<file path="config.mk">
export PLATFORM = sky130hd
export DESIGN_NAME = cp0_exc_sched_flat
export DESIGN_NICKNAME = d
export VERILOG_FILES = /design/src/rtl/cp0_exc_sched_if.sv /design/src/rtl/cp0_exc_sched.sv /design/src/flat_wrapper.sv
export SDC_FILE = /design/constraint.sdc
export NUM_CORES = 1
export LEC_CHECK = 0
export CAP_MARGIN = 0
export CORE_MARGIN = 3
export CORE_UTILIZATION = 40
export DETAILED_ROUTE_END_ITERATION = 6
export PLACE_DENSITY_LB_ADDON = 0.1
export SLEW_MARGIN = 40
export SYNTH_ARGS = -nofsm -noshare
export SYNTH_HDL_FRONTEND = slang
export SYNTH_SLANG_ARGS = --single-unit
</file>
<file path="constraint.sdc">
create_clock -name clk -period 4.4 [get_ports clk]
set_input_delay 0.88 -clock clk [delete_from_list [all_inputs] [get_ports clk]]
set_output_delay 0.88 -clock clk [all_outputs]
set_load 0.01 [all_outputs]
</file>
<file path="src/rtl/cp0_exc_sched_if.sv">
// Bundle between the decode/CP0 side and the exception scheduler.
// The master drives trap requests, IRQ lines and Status.IE; the slave answers with command pulses and stall.
interface cp0_exc_sched_if #(
    parameter int NUM_IRQ = 4
);
    logic               syscall_req;
    logic               break_req;
    logic               teq_req;
    logic               eret_req;
    logic [NUM_IRQ-1:0] irq;
    logic               status_ie;
    logic               exception;
    logic               eret;
    logic [4:0]         cause;
    logic               stall;
    logic [NUM_IRQ-1:0] irq_pending;
    logic               busy;

    modport master (
        output syscall_req, break_req, teq_req, eret_req, irq, status_ie,
        input  exception, eret, cause, stall, irq_pending, busy
    );

    modport slave (
        input  syscall_req, break_req, teq_req, eret_req, irq, status_ie,
        output exception, eret, cause, stall, irq_pending, busy
    );
endinterface

</file>
<file path="src/rtl/cp0_exc_sched.sv">
// Exception/interrupt scheduler: one CP0 exception or eret pulse per event, then holds the PC/IR stall.
// Optional CP0_EXC_IRQ_SYNC_EN adds a 2-flop synchroniser on every irq line ahead of edge detection.
module cp0_exc_sched #(
    parameter int NUM_IRQ     = 4,
    parameter int HOLD_CYCLES = 2
) (
    input  logic           clk,
    input  logic           reset,
    cp0_exc_sched_if.slave bus
);
    localparam logic [4:0] CAUSE_INT = 5'b00000;
    localparam logic [4:0] CAUSE_SYS = 5'b01000;
    localparam logic [4:0] CAUSE_BRK = 5'b01001;
    localparam logic [4:0] CAUSE_TEQ = 5'b01101;
    localparam logic [4:0] HOLD_LOAD = 5'(HOLD_CYCLES - 1);

    typedef enum logic [1:0] {IDLE, CMD, HOLD} state_t;

    state_t             state_reg;
    logic [4:0]         hold_cnt_reg;
    logic               exception_reg;
    logic               eret_reg;
    logic [4:0]         cause_reg;
    logic               stall_reg;
    logic               busy_reg;
    logic [NUM_IRQ-1:0] pending_reg;
    logic [NUM_IRQ-1:0] pending_next;
    logic [NUM_IRQ-1:0] irq_prev_reg;
    logic [NUM_IRQ-1:0] irq_src;
    logic [NUM_IRQ-1:0] irq_edge;
    logic [NUM_IRQ-1:0] irq_sel;
    logic [NUM_IRQ-1:0] irq_clr;
    logic               trap_take;
    logic               irq_any;
    logic               irq_take;
    logic [4:0]         trap_cause;

`ifdef CP0_EXC_IRQ_SYNC_EN
    logic [NUM_IRQ-1:0] sync1_reg;
    logic [NUM_IRQ-1:0] sync2_reg;

    always_ff @(posedge clk or negedge reset) begin
        if (!reset) begin
            sync1_reg <= '0;
            sync2_reg <= '0;
        end else begin
            sync1_reg <= bus.irq;
            sync2_reg <= sync1_reg;
        end
    end

    assign irq_src = sync2_reg;
`else
    assign irq_src = bus.irq;
`endif

    // A fresh edge in the servicing cycle re-arms the bit, so it is OR-ed in after the clear.
    generate
        for (genvar gi = 0; gi < NUM_IRQ; gi++) begin : g_edge
            assign irq_edge[gi]     = irq_src[gi] & ~irq_prev_reg[gi];
            assign pending_next[gi] = (pending_reg[gi] & ~irq_clr[gi]) | irq_edge[gi];
        end
    endgenerate

    always_comb begin
        trap_take  = bus.status_ie & (bus.syscall_req | bus.break_req | bus.teq_req);
        trap_cause = bus.syscall_req ? CAUSE_SYS : (bus.break_req ? CAUSE_BRK : CAUSE_TEQ);
        irq_sel    = '0;
        irq_any    = 1'b0;
        for (int k = 0; k < NUM_IRQ; k++) begin
            if (!irq_any && pending_reg[k]) begin
                irq_sel[k] = 1'b1;
                irq_any    = 1'b1;
            end
        end
        irq_take = bus.status_ie & irq_any;
        irq_clr  = '0;
        if (state_reg == IDLE && !trap_take && !bus.eret_req && irq_take) begin
            irq_clr = irq_sel;
        end
    end

    always_ff @(posedge clk or negedge reset) begin
        if (!reset) begin
            irq_prev_reg <= '0;
            pending_reg  <= '0;
        end else begin
            irq_prev_reg <= irq_src;
            pending_reg  <= pending_next;
        end
    end

    // Disabled sync traps fall through to eret/IRQ arbitration without stalling.
    always_ff @(posedge clk or negedge reset) begin
        if (!reset) begin
            state_reg     <= IDLE;
            hold_cnt_reg  <= '0;
            exception_reg <= 1'b0;
            eret_reg      <= 1'b0;
            cause_reg     <= '0;
            stall_reg     <= 1'b0;
            busy_reg      <= 1'b0;
        end else begin
            exception_reg <= 1'b0;
            eret_reg      <= 1'b0;
            case (state_reg)
                IDLE: begin
                    if (trap_take) begin
                        exception_reg <= 1'b1;
                        cause_reg     <= trap_cause;
                    end else if (bus.eret_req) begin
                        eret_reg  <= 1'b1;
                        cause_reg <= '0;
                    end else if (irq_take) begin
                        exception_reg <= 1'b1;
                        cause_reg     <= CAUSE_INT;
                    end
                    if (trap_take || bus.eret_req || irq_take) begin
                        state_reg <= CMD;
                        stall_reg <= 1'b1;
                        busy_reg  <= 1'b1;
                    end
                end
                CMD: begin
                    state_reg    <= HOLD;
                    hold_cnt_reg <= HOLD_LOAD;
                    cause_reg    <= '0;
                end
                HOLD: begin
                    if (hold_cnt_reg == 5'd0) begin
                        state_reg <= IDLE;
                        stall_reg <= 1'b0;
                        busy_reg  <= 1'b0;
                    end else begin
                        hold_cnt_reg <= hold_cnt_reg - 5'd1;
                    end
                end
                default: begin
                    state_reg <= IDLE;
                    stall_reg <= 1'b0;
                    busy_reg  <= 1'b0;
                end
            endcase
        end
    end

    assign bus.exception   = exception_reg;
    assign bus.eret        = eret_reg;
    assign bus.cause       = cause_reg;
    assign bus.stall       = stall_reg;
    assign bus.busy        = busy_reg;
    assign bus.irq_pending = pending_reg;
endmodule

</file>
<file path="src/flat_wrapper.sv">
// flat-port wrapper written by rule: the top's interface ports become plain ports
module cp0_exc_sched_flat 
#(
    parameter int NUM_IRQ     = 4,
    parameter int HOLD_CYCLES = 2
)
  (clk, reset, bus_syscall_req, bus_break_req, bus_teq_req, bus_eret_req, bus_irq, bus_status_ie, bus_exception, bus_eret, bus_cause, bus_stall, bus_irq_pending, bus_busy);
  cp0_exc_sched_if #(.NUM_IRQ(NUM_IRQ)) bus_i ();
  input  logic clk;
  input  logic reset;
  input wire logic [$bits(bus_i.syscall_req)-1:0] bus_syscall_req;
  input wire logic [$bits(bus_i.break_req)-1:0] bus_break_req;
  input wire logic [$bits(bus_i.teq_req)-1:0] bus_teq_req;
  input wire logic [$bits(bus_i.eret_req)-1:0] bus_eret_req;
  input wire logic [$bits(bus_i.irq)-1:0] bus_irq;
  input wire logic [$bits(bus_i.status_ie)-1:0] bus_status_ie;
  output wire logic [$bits(bus_i.exception)-1:0] bus_exception;
  output wire logic [$bits(bus_i.eret)-1:0] bus_eret;
  output wire logic [$bits(bus_i.cause)-1:0] bus_cause;
  output wire logic [$bits(bus_i.stall)-1:0] bus_stall;
  output wire logic [$bits(bus_i.irq_pending)-1:0] bus_irq_pending;
  output wire logic [$bits(bus_i.busy)-1:0] bus_busy;
  assign bus_i.syscall_req = bus_syscall_req;
  assign bus_i.break_req = bus_break_req;
  assign bus_i.teq_req = bus_teq_req;
  assign bus_i.eret_req = bus_eret_req;
  assign bus_i.irq = bus_irq;
  assign bus_i.status_ie = bus_status_ie;
  assign bus_exception = bus_i.exception;
  assign bus_eret = bus_i.eret;
  assign bus_cause = bus_i.cause;
  assign bus_stall = bus_i.stall;
  assign bus_irq_pending = bus_i.irq_pending;
  assign bus_busy = bus_i.busy;
  cp0_exc_sched #(.NUM_IRQ(NUM_IRQ), .HOLD_CYCLES(HOLD_CYCLES)) u_core (.clk(clk), .reset(reset), .bus(bus_i));
endmodule
</file>
# [Word-level counts from Yosys, hierarchy flattened]
# Cells that the tools add are included.
[classes] add_sub_neg=1 n_eq_ne=6 mux=29 bitwise=25 reduce_logical=21
[ops] op="$mux 5" count=5
[ops] op="$pmux 5 s2" count=2
[ops] op="$mux 1" count=16
[ops] op="$and 1x1->1" count=10
[ops] op="$not 1->1" count=9
[ops] op="$logic_and 1x1->1" count=6
[ops] op="$or 1x1->1" count=6
[ops] op="$pmux 2 s3" count=1
[ops] op="$reduce_and 2->1" count=3
[ops] op="$logic_not 1->1" count=5
[ops] op="$logic_not 5->1" count=1
[ops] op="$sub 5x1->5 const B" count=1
[ops] op="$mux 2" count=2
[ops] op="$mux 4" count=1
[ops] op="$ne 2x2->1 const B" count=2
[ops] op="$ne 4x2->1 const B" count=1
[ops] op="$reduce_bool 2->1" count=2
[ops] op="$mux 3" count=1
[ops] op="$pmux 1 s3" count=1
[ops] op="$reduce_and 3->1" count=1
[ops] op="$eq 2x1->1 const B" count=1
[ops] op="$eq 2x2->1 const B" count=1
[ops] op="$logic_not 2->1" count=1
[ops] op="$logic_or 1x1->1" count=2
[ops] op="$ne 2x1->1 const B" count=1
[word_totals] register_bits=23 in_bits=11 output_inout_bits=13 word_cells=90

# [Longest topological paths before layout]
# Gate-level depths: netlist of the first run.
[depth] ltp_word=16 depth_mapped=5

# [Worst setup path after synthesis of the first run]
# No wires, ideal clock.
[synth_path] kind="input port to flip-flop" startpoint="input bus_break_req" endpoint="register u_core.pending_reg[0] (netlist: u_core.bus.irq_pending[0])" setup_ns=0.121 t_arrival_ns=1.706 required_time_ns=4.279 setup_slack_ns=2.573 path_stages=3 n_path_buf=0 path_cell_list="o31ai_1 > nand4_1 > a22o_1"
[synth_via] elab_chain_len=11
[synth_rtl] element="start, declared" line_no="flat_wrapper.sv:12" rtl="input wire logic [$bits(bus_i.break_req)-1:0] bus_break_req;"
[synth_rtl] element="$or 1x1->1 (2 in a row)" line_no="cp0_exc_sched.sv:66" rtl="trap_take = bus.status_ie & (bus.syscall_req | bus.break_req | bus.teq_req);"
[synth_rtl] element="$and 1x1->1" line_no="cp0_exc_sched.sv:66"
[synth_rtl] element="$logic_not 1->1" line_no="cp0_exc_sched.sv:78" rtl="if (state_reg == IDLE && !trap_take && !bus.eret_req && irq_take) begin"
[synth_rtl] element="$logic_and 1x1->1 (3 in a row)" line_no="cp0_exc_sched.sv:78"
[synth_rtl] element="$mux 4" line_no="cp0_exc_sched.sv:78"
[synth_rtl] element="$not 1->1" line_no="cp0_exc_sched.sv:61" rtl="assign pending_next[gi] = (pending_reg[gi] & ~irq_clr[gi]) | irq_edge[gi];"
[synth_rtl] element="$and 1x1->1" line_no="cp0_exc_sched.sv:61"
[synth_rtl] element="$or 1x1->1" line_no="cp0_exc_sched.sv:61"
[synth_rtl] element="named net u_core.pending_next[0]" line_no="cp0_exc_sched.sv:27" rtl="logic [NUM_IRQ-1:0] pending_next;"
[synth_rtl] element="end signal, assigned" line_no="cp0_exc_sched.sv:89" rtl="pending_reg <= pending_next;"
[synth_rtl] element="end, declared" line_no="cp0_exc_sched.sv:26" rtl="logic [NUM_IRQ-1:0] pending_reg;"
# The timed path passes the listed nets, and every way through them passes these cells.
# A chain may end at the register's enable or synchronous reset.

# [Worst setup path after layout of the first run]
[layout_path] startpoint="register u_core.pending_reg[0] (netlist: u_core.bus.irq_pending[0])" endpoint="output bus_irq_pending[0]"
[layout_rtl] element="end, declared" line_no="flat_wrapper.sv:21" rtl="output wire logic [$bits(bus_i.irq_pending)-1:0] bus_irq_pending;"
# No word-level cell between the ends.

==> results of run 1 <==
[cell families after synthesis]
logic type,Yosys count,share of synthesized area (%)
flip-flops,21,54.6
AND/OR/NAND/NOR,28,17.9
buffers and inverters,14,6.63
other,1,0.390
adder cells (fa/ha/maj),1,1.30
AO/OA/AOI/OAI,26,19.1
[final timing paths]
check                                           from                   endpoint  slack [ns]  cells after the start
min                                            reset     u_core.hold_cnt_reg[3]        0.51                      1
min in group clk              u_core.hold_cnt_reg[4]     u_core.hold_cnt_reg[4]        0.53                      2
min reg2reg                   u_core.hold_cnt_reg[4]     u_core.hold_cnt_reg[4]        0.53                      2
max in group asynchronous                      reset  u_core.bus.irq_pending[2]        3.57                      1
max reg2reg                   u_core.hold_cnt_reg[0]     u_core.hold_cnt_reg[2]        2.66                      5
max                        u_core.bus.irq_pending[0]         bus_irq_pending[0]        2.21                      1
[layer usage]
layer	track usage, %	routed length [µm]
met5	0	0
met4	4.86	14
met3	2.95	108
met2	19.3	797
met1	21.8	922
[layout make-up]
class	count	area share, %
inverter	9	2.81
timing repair buffer	21	17.0
sequential	21	43.7
multi-input combinational	57	31.3
tap	28	2.91
clock buffer	3	1.87
clock inverter	1	0.416
[report_power, final]
part / internal (mW) / leakage, nW / switching, mW / total (mW)
registers: 0.235 / 0.248 / 0.0646 / 0.299
logic: 0.117 / 0.243 / 0.0972 / 0.214
clock network: 0.0338 / 0.0177 / 0.0572 / 0.0910
total: 0.386 / 0.508 / 0.219 / 0.605
[metrics by stage]
step	total power, mW	hold slack [ns]	util (%)	setup slack (ns)	area (µm²)
CTS	0.612	0.529	53.4	2.19	1200
detailed placement	0.519	0.519	52.2	1.94	1180
finish	0.605	0.514	53.4	2.21	1200
global route	0.659	0.532	53.4	2.11	1200
global placement	0.513	0.503	52.4	2.00	1180
floorplan	0.432	0.489	-	2.57	966
[layout by cell type (no fill, tap or decap), drive strengths merged, types with 2 or more instances in the layout]
| master | synthesis | final |
|---|---|---|
| nor2 | 2 | 2 |
| nor4b | 2 | 2 |
| nand4 | 2 | 2 |
| o41ai | 2 | 2 |
| clkdlybuf4s50 | 0 | 20 |
| dfrtp | 21 | 21 |
| and3 | 2 | 2 |
| or4b | 2 | 2 |
| clkbuf | 2 | 3 |
| o31ai | 3 | 3 |
| inv | 9 | 9 |
| nand2 | 6 | 6 |
| o21ai | 8 | 8 |
| a21o | 2 | 2 |
| conb | 1 | 2 |
| nand2b | 3 | 3 |
| nor2b | 2 | 2 |
| a22o | 3 | 3 |
==> impl_metrics.toml, run 1 <==
[critical_path]
worstSetupPathType = "reg2out"
cp_max_fo = 6
crit_required_ns = 3.52
cpPeakStageDelay_ns = 0.57
slowest_stage = "clkdlybuf4s50_1"
arrival_ns = 1.31
path_buf_inv = 1
crit_path_end_kind = "primary output"
worst_setup_path_start_kind = "flip-flop"
path_cells = "clkdlybuf4s50_1"
critPathTopFamily = "buffers and inverters"

[logic_synthesis]
synthTopCellsByArea = "dfrtp_1 55%, o21ai_0 4.2%, inv_1 3.5%"
ys.flop_type = "dfrtp_1"
ys_ff_latch = 21
synth_common_cells = "21 x dfrtp_1, 9 x inv_1, 8 x o21ai_0"
synth_top_cell_by_area = "dfrtp_1"
yosysWarnings = 0
synthArstFlopShare_pct = 100
syn_avg_cell_area_um2 = 10.6
seq_area_frac_synth_pct = 54.6
yosysMostFrequentCell = "dfrtp_1"
synth_edf_count = 0
syn_area_um2 = 962
yosys.cell_types.count = 35
netlist_instances = 91
synth_top_area_share_pct = 54.6

[cts]
ctsHoldBuffers = 0
ctsResizeCount = 0
cts_sinks = 21
h-tree-depth = 1
cts_tree = "yes"
cts.reportedPaths.clkPinSlew_ns = 0.12
cts-buffers-inserted = 3
clock_latency_ns = 0.29
clk_path_buf_depth = 2
post_cts_buffers = 0
cts_root_buf = "clkbuf_4"

[placed_design]
dp_cells = 136
place_hpwl_mm = 1.34
globalplace.congestion = 0.682
numPortBuffers = 21

[route]
vias_per_cell = 5.29
drc_errors = 0
drt_first_iter_violations = 13
firstDrtPassIters = 4
vias = 740
wl_per_cell_um = 13.2
drt_wl_total_mm = 1.84
postRouteAntennaNets = 0

[final_layout]
nNetsFinal = 125
multi_input_area_um2 = 377
syn_to_final_growth_pct = 25.1
finalNonFillerCells = 140
regArea_um2 = 526
n_fill_cell = 236
insertedDiodeCount = 0
drive_above_1_share_pct = 5.36
largest_reg_flops = 5

[global_route]
grt_pass1_vias = 683
grt_util_all_layers_pct = 14.1
grt_pass1_wl_mm = 3.09
grt_max_degree = 22
grt_overflow = 0
antenna_found_initial = 0

[die]
core_um2 = 2250
fp.dieH_um = 55.0
die_w_um = 55.0
initial_core_util_pct = 42.7
die-area_um2 = 3030
ios = 24
rows = 17

[sta]
drv_slew = 0
setup_viol = 0
worst_pin_slew_ns = 0.601
relSlewSlack_pct = 59.4
rsz0062_at_grt = "false"
fin_skew_ns = 0.00210
final_hold_viol_count = 0
setup-tns-final_ns = 0
min_period_ns = 2.19
fmax_mhz = 457
fin_crit_sh_pct = 49.8

[power_and_ir_drop]
peakVddDrop_uv = 304
p_per_area_nw_per_um2 = 502
leakage_nw = 0.508

[outcome]
status = "finished clean"

[run]
cap_violations = 0

[worst_hold_path]
hp-class = "in2async"
Note: power is estimated with default switching activity, not from simulation.
==> inputs of run 2 (changes only) <==
- clock period: 4.4 -> 1.93 ns (I/O delays scaled with it)
==> run 2 against run 1 <==
Compared with the run above: sequential power grew 110%; combinational power rose to 2.8 times the previous value; worst setup slack got worse by 2.0 ns; clock power rose by 140%; critical path depth up 4; count of clock-buffer cells in the layout did not move; final cell count grew 2.1%.
==> impl_metrics.toml, run 2 (synthesized netlist as in run 1, its figures left out) <==
[critical_path]
worst_setup_path_start_kind = "flip-flop"
crit_required_ns = 2.14
arrival_ns = 1.98
timing.rr.start = "u_core.hold_cnt_reg[0]"
crit_path_end_kind = "flip-flop"
cp_max_fo = 5
startpoint = "u_core.hold_cnt_reg[0]"
ff2ff_path_depth = 5
reg2reg_slack_ns = 0.17
worstSetupPathType = "reg2reg"

[die]
rows = 17
initial_core_util_pct = 42.7
core_um2 = 2250
die_w_um = 55.0
die-area_um2 = 3030
fp.dieH_um = 55.0
ios = 24

[sta]
drv_slew = 0
worst_pin_slew_ns = 0.603
fin_skew_ns = 0.00449
final_hold_viol_count = 0
fmax_mhz = 567
setup_viol = 0
fin_crit_sh_pct = 91.4
relSlewSlack_pct = 59.3
rsz0062_at_grt = "false"
setup_slack_ns = 0.165
setup-tns-final_ns = 0
min_period_ns = 1.76

[final_layout]
drive_above_1_share_pct = 6.96
finalNonFillerCells = 143
syn_to_final_growth_pct = 28.0
largest_reg_flops = 5
final_core_util_pct = 54.6
insertedDiodeCount = 0
final_cell_mix = "21 x clkdlybuf4s50_1, 21 x dfrtp_1, 9 x inv_1"
nNetsFinal = 128

[placed_design]
place_hpwl_mm = 1.40
numPortBuffers = 21
dp_cells = 139
dp_slack_ns = -0.0678
globalplace.congestion = 0.761

[route]
postRouteAntennaNets = 0
vias_per_cell = 5.38
drc_errors = 0
wl_met3_um = 101
vias = 770
wl_met2_um = 823
wl_per_cell_um = 13.6
drt-met1-wl_um = 974
firstDrtPassIters = 4
drt_wl_total_mm = 1.95
drt_first_iter_violations = 7
dr.max_layer_used = "met4"

[global_route]
grt_pass1_vias = 715
grt_max_degree = 22
grt_pass1_wl_mm = 3.28
grt_overflow = 0
grt_util_all_layers_pct = 15.5
antenna_found_initial = 0

[cts]
cts_sinks = 21
clock_latency_ns = 0.31
cts.reportedPaths.clkPinSlew_ns = 0.12
h-tree-depth = 1
post_cts_buffers = 0
clk_path_buf_depth = 2
ctsHoldBuffers = 0
cts_tree = "yes"
cts_root_buf = "clkbuf_4"
cts-buffers-inserted = 3
ctsResizeCount = 0

[power_and_ir_drop]
peakVddDrop_uv = 643
p_per_area_nw_per_um2 = 1160
leakage_nw = 0.523

[outcome]
status = "finished clean"

[run]
cap_violations = 0

[worst_hold_path]
hp-class = "in2async"
==> run 2: changes by cell type in the layout (fill, tap and decap cells not counted) <==
cell	delta
buf_2	-1
clkdlybuf4s50_1	+1
buf_4	+3
==> run 2: critical path, cell delays in order (launching register included) <==
cell and delay (ns):
dfrtp_1 0.45, inv_1 0.09, ha_1 0.21, or4b_4 0.52, a22o_1 0.20, a32o_1 0.20
==> run 2: power by group <==
part	internal, mW	total [mW]	switching (mW)
registers	0.536	0.614	0.0782
logic	0.295	0.596	0.300
clock network	0.0774	0.216	0.139
total	0.909	1.43	0.517
==> run 2: through the flow <==
| step | power [mW] | cell area, µm² | hold WS (ns) |
|---|---|---|---|
| after floorplan | 0.985 | 966 | 0.0904 |
| after global placement | 1.20 | 1200 | 0.504 |
| after detailed placement | 1.22 | 1200 | 0.533 |
| after CTS | 1.44 | 1230 | 0.413 |
| after global routing | 1.55 | 1230 | 0.417 |
| final | 1.43 | 1230 | 0.403 |
==> run 2: routing by layer <==
metal	vias up	GRT usage, %
met5	-	0
met4	0	8.50
met3	5	3.22
met2	18	22.0
met1	371	21.8
li1	376	-
==> run 2: layout make-up <==
type | instances | area, µm²
clock buffers | 3 | 22.5
clock inverters | 1 | 5.00
fillers | 214 | 1020
inverters | 9 | 33.8
multi-input cells | 57 | 377
flip-flops and latches | 21 | 526
well taps | 28 | 35.0
repair buffers | 24 | 233
==> run 2: final timing paths <==
check | endpoint
hold reg to reg | u_core.hold_cnt_reg[4]
min in group clk | u_core.irq_prev_reg[3]
setup reg to reg | u_core.hold_cnt_reg[2]
max in group asynchronous | u_core.bus.irq_pending[0]
setup / recovery | u_core.hold_cnt_reg[2]
hold / removal | u_core.hold_cnt_reg[3]
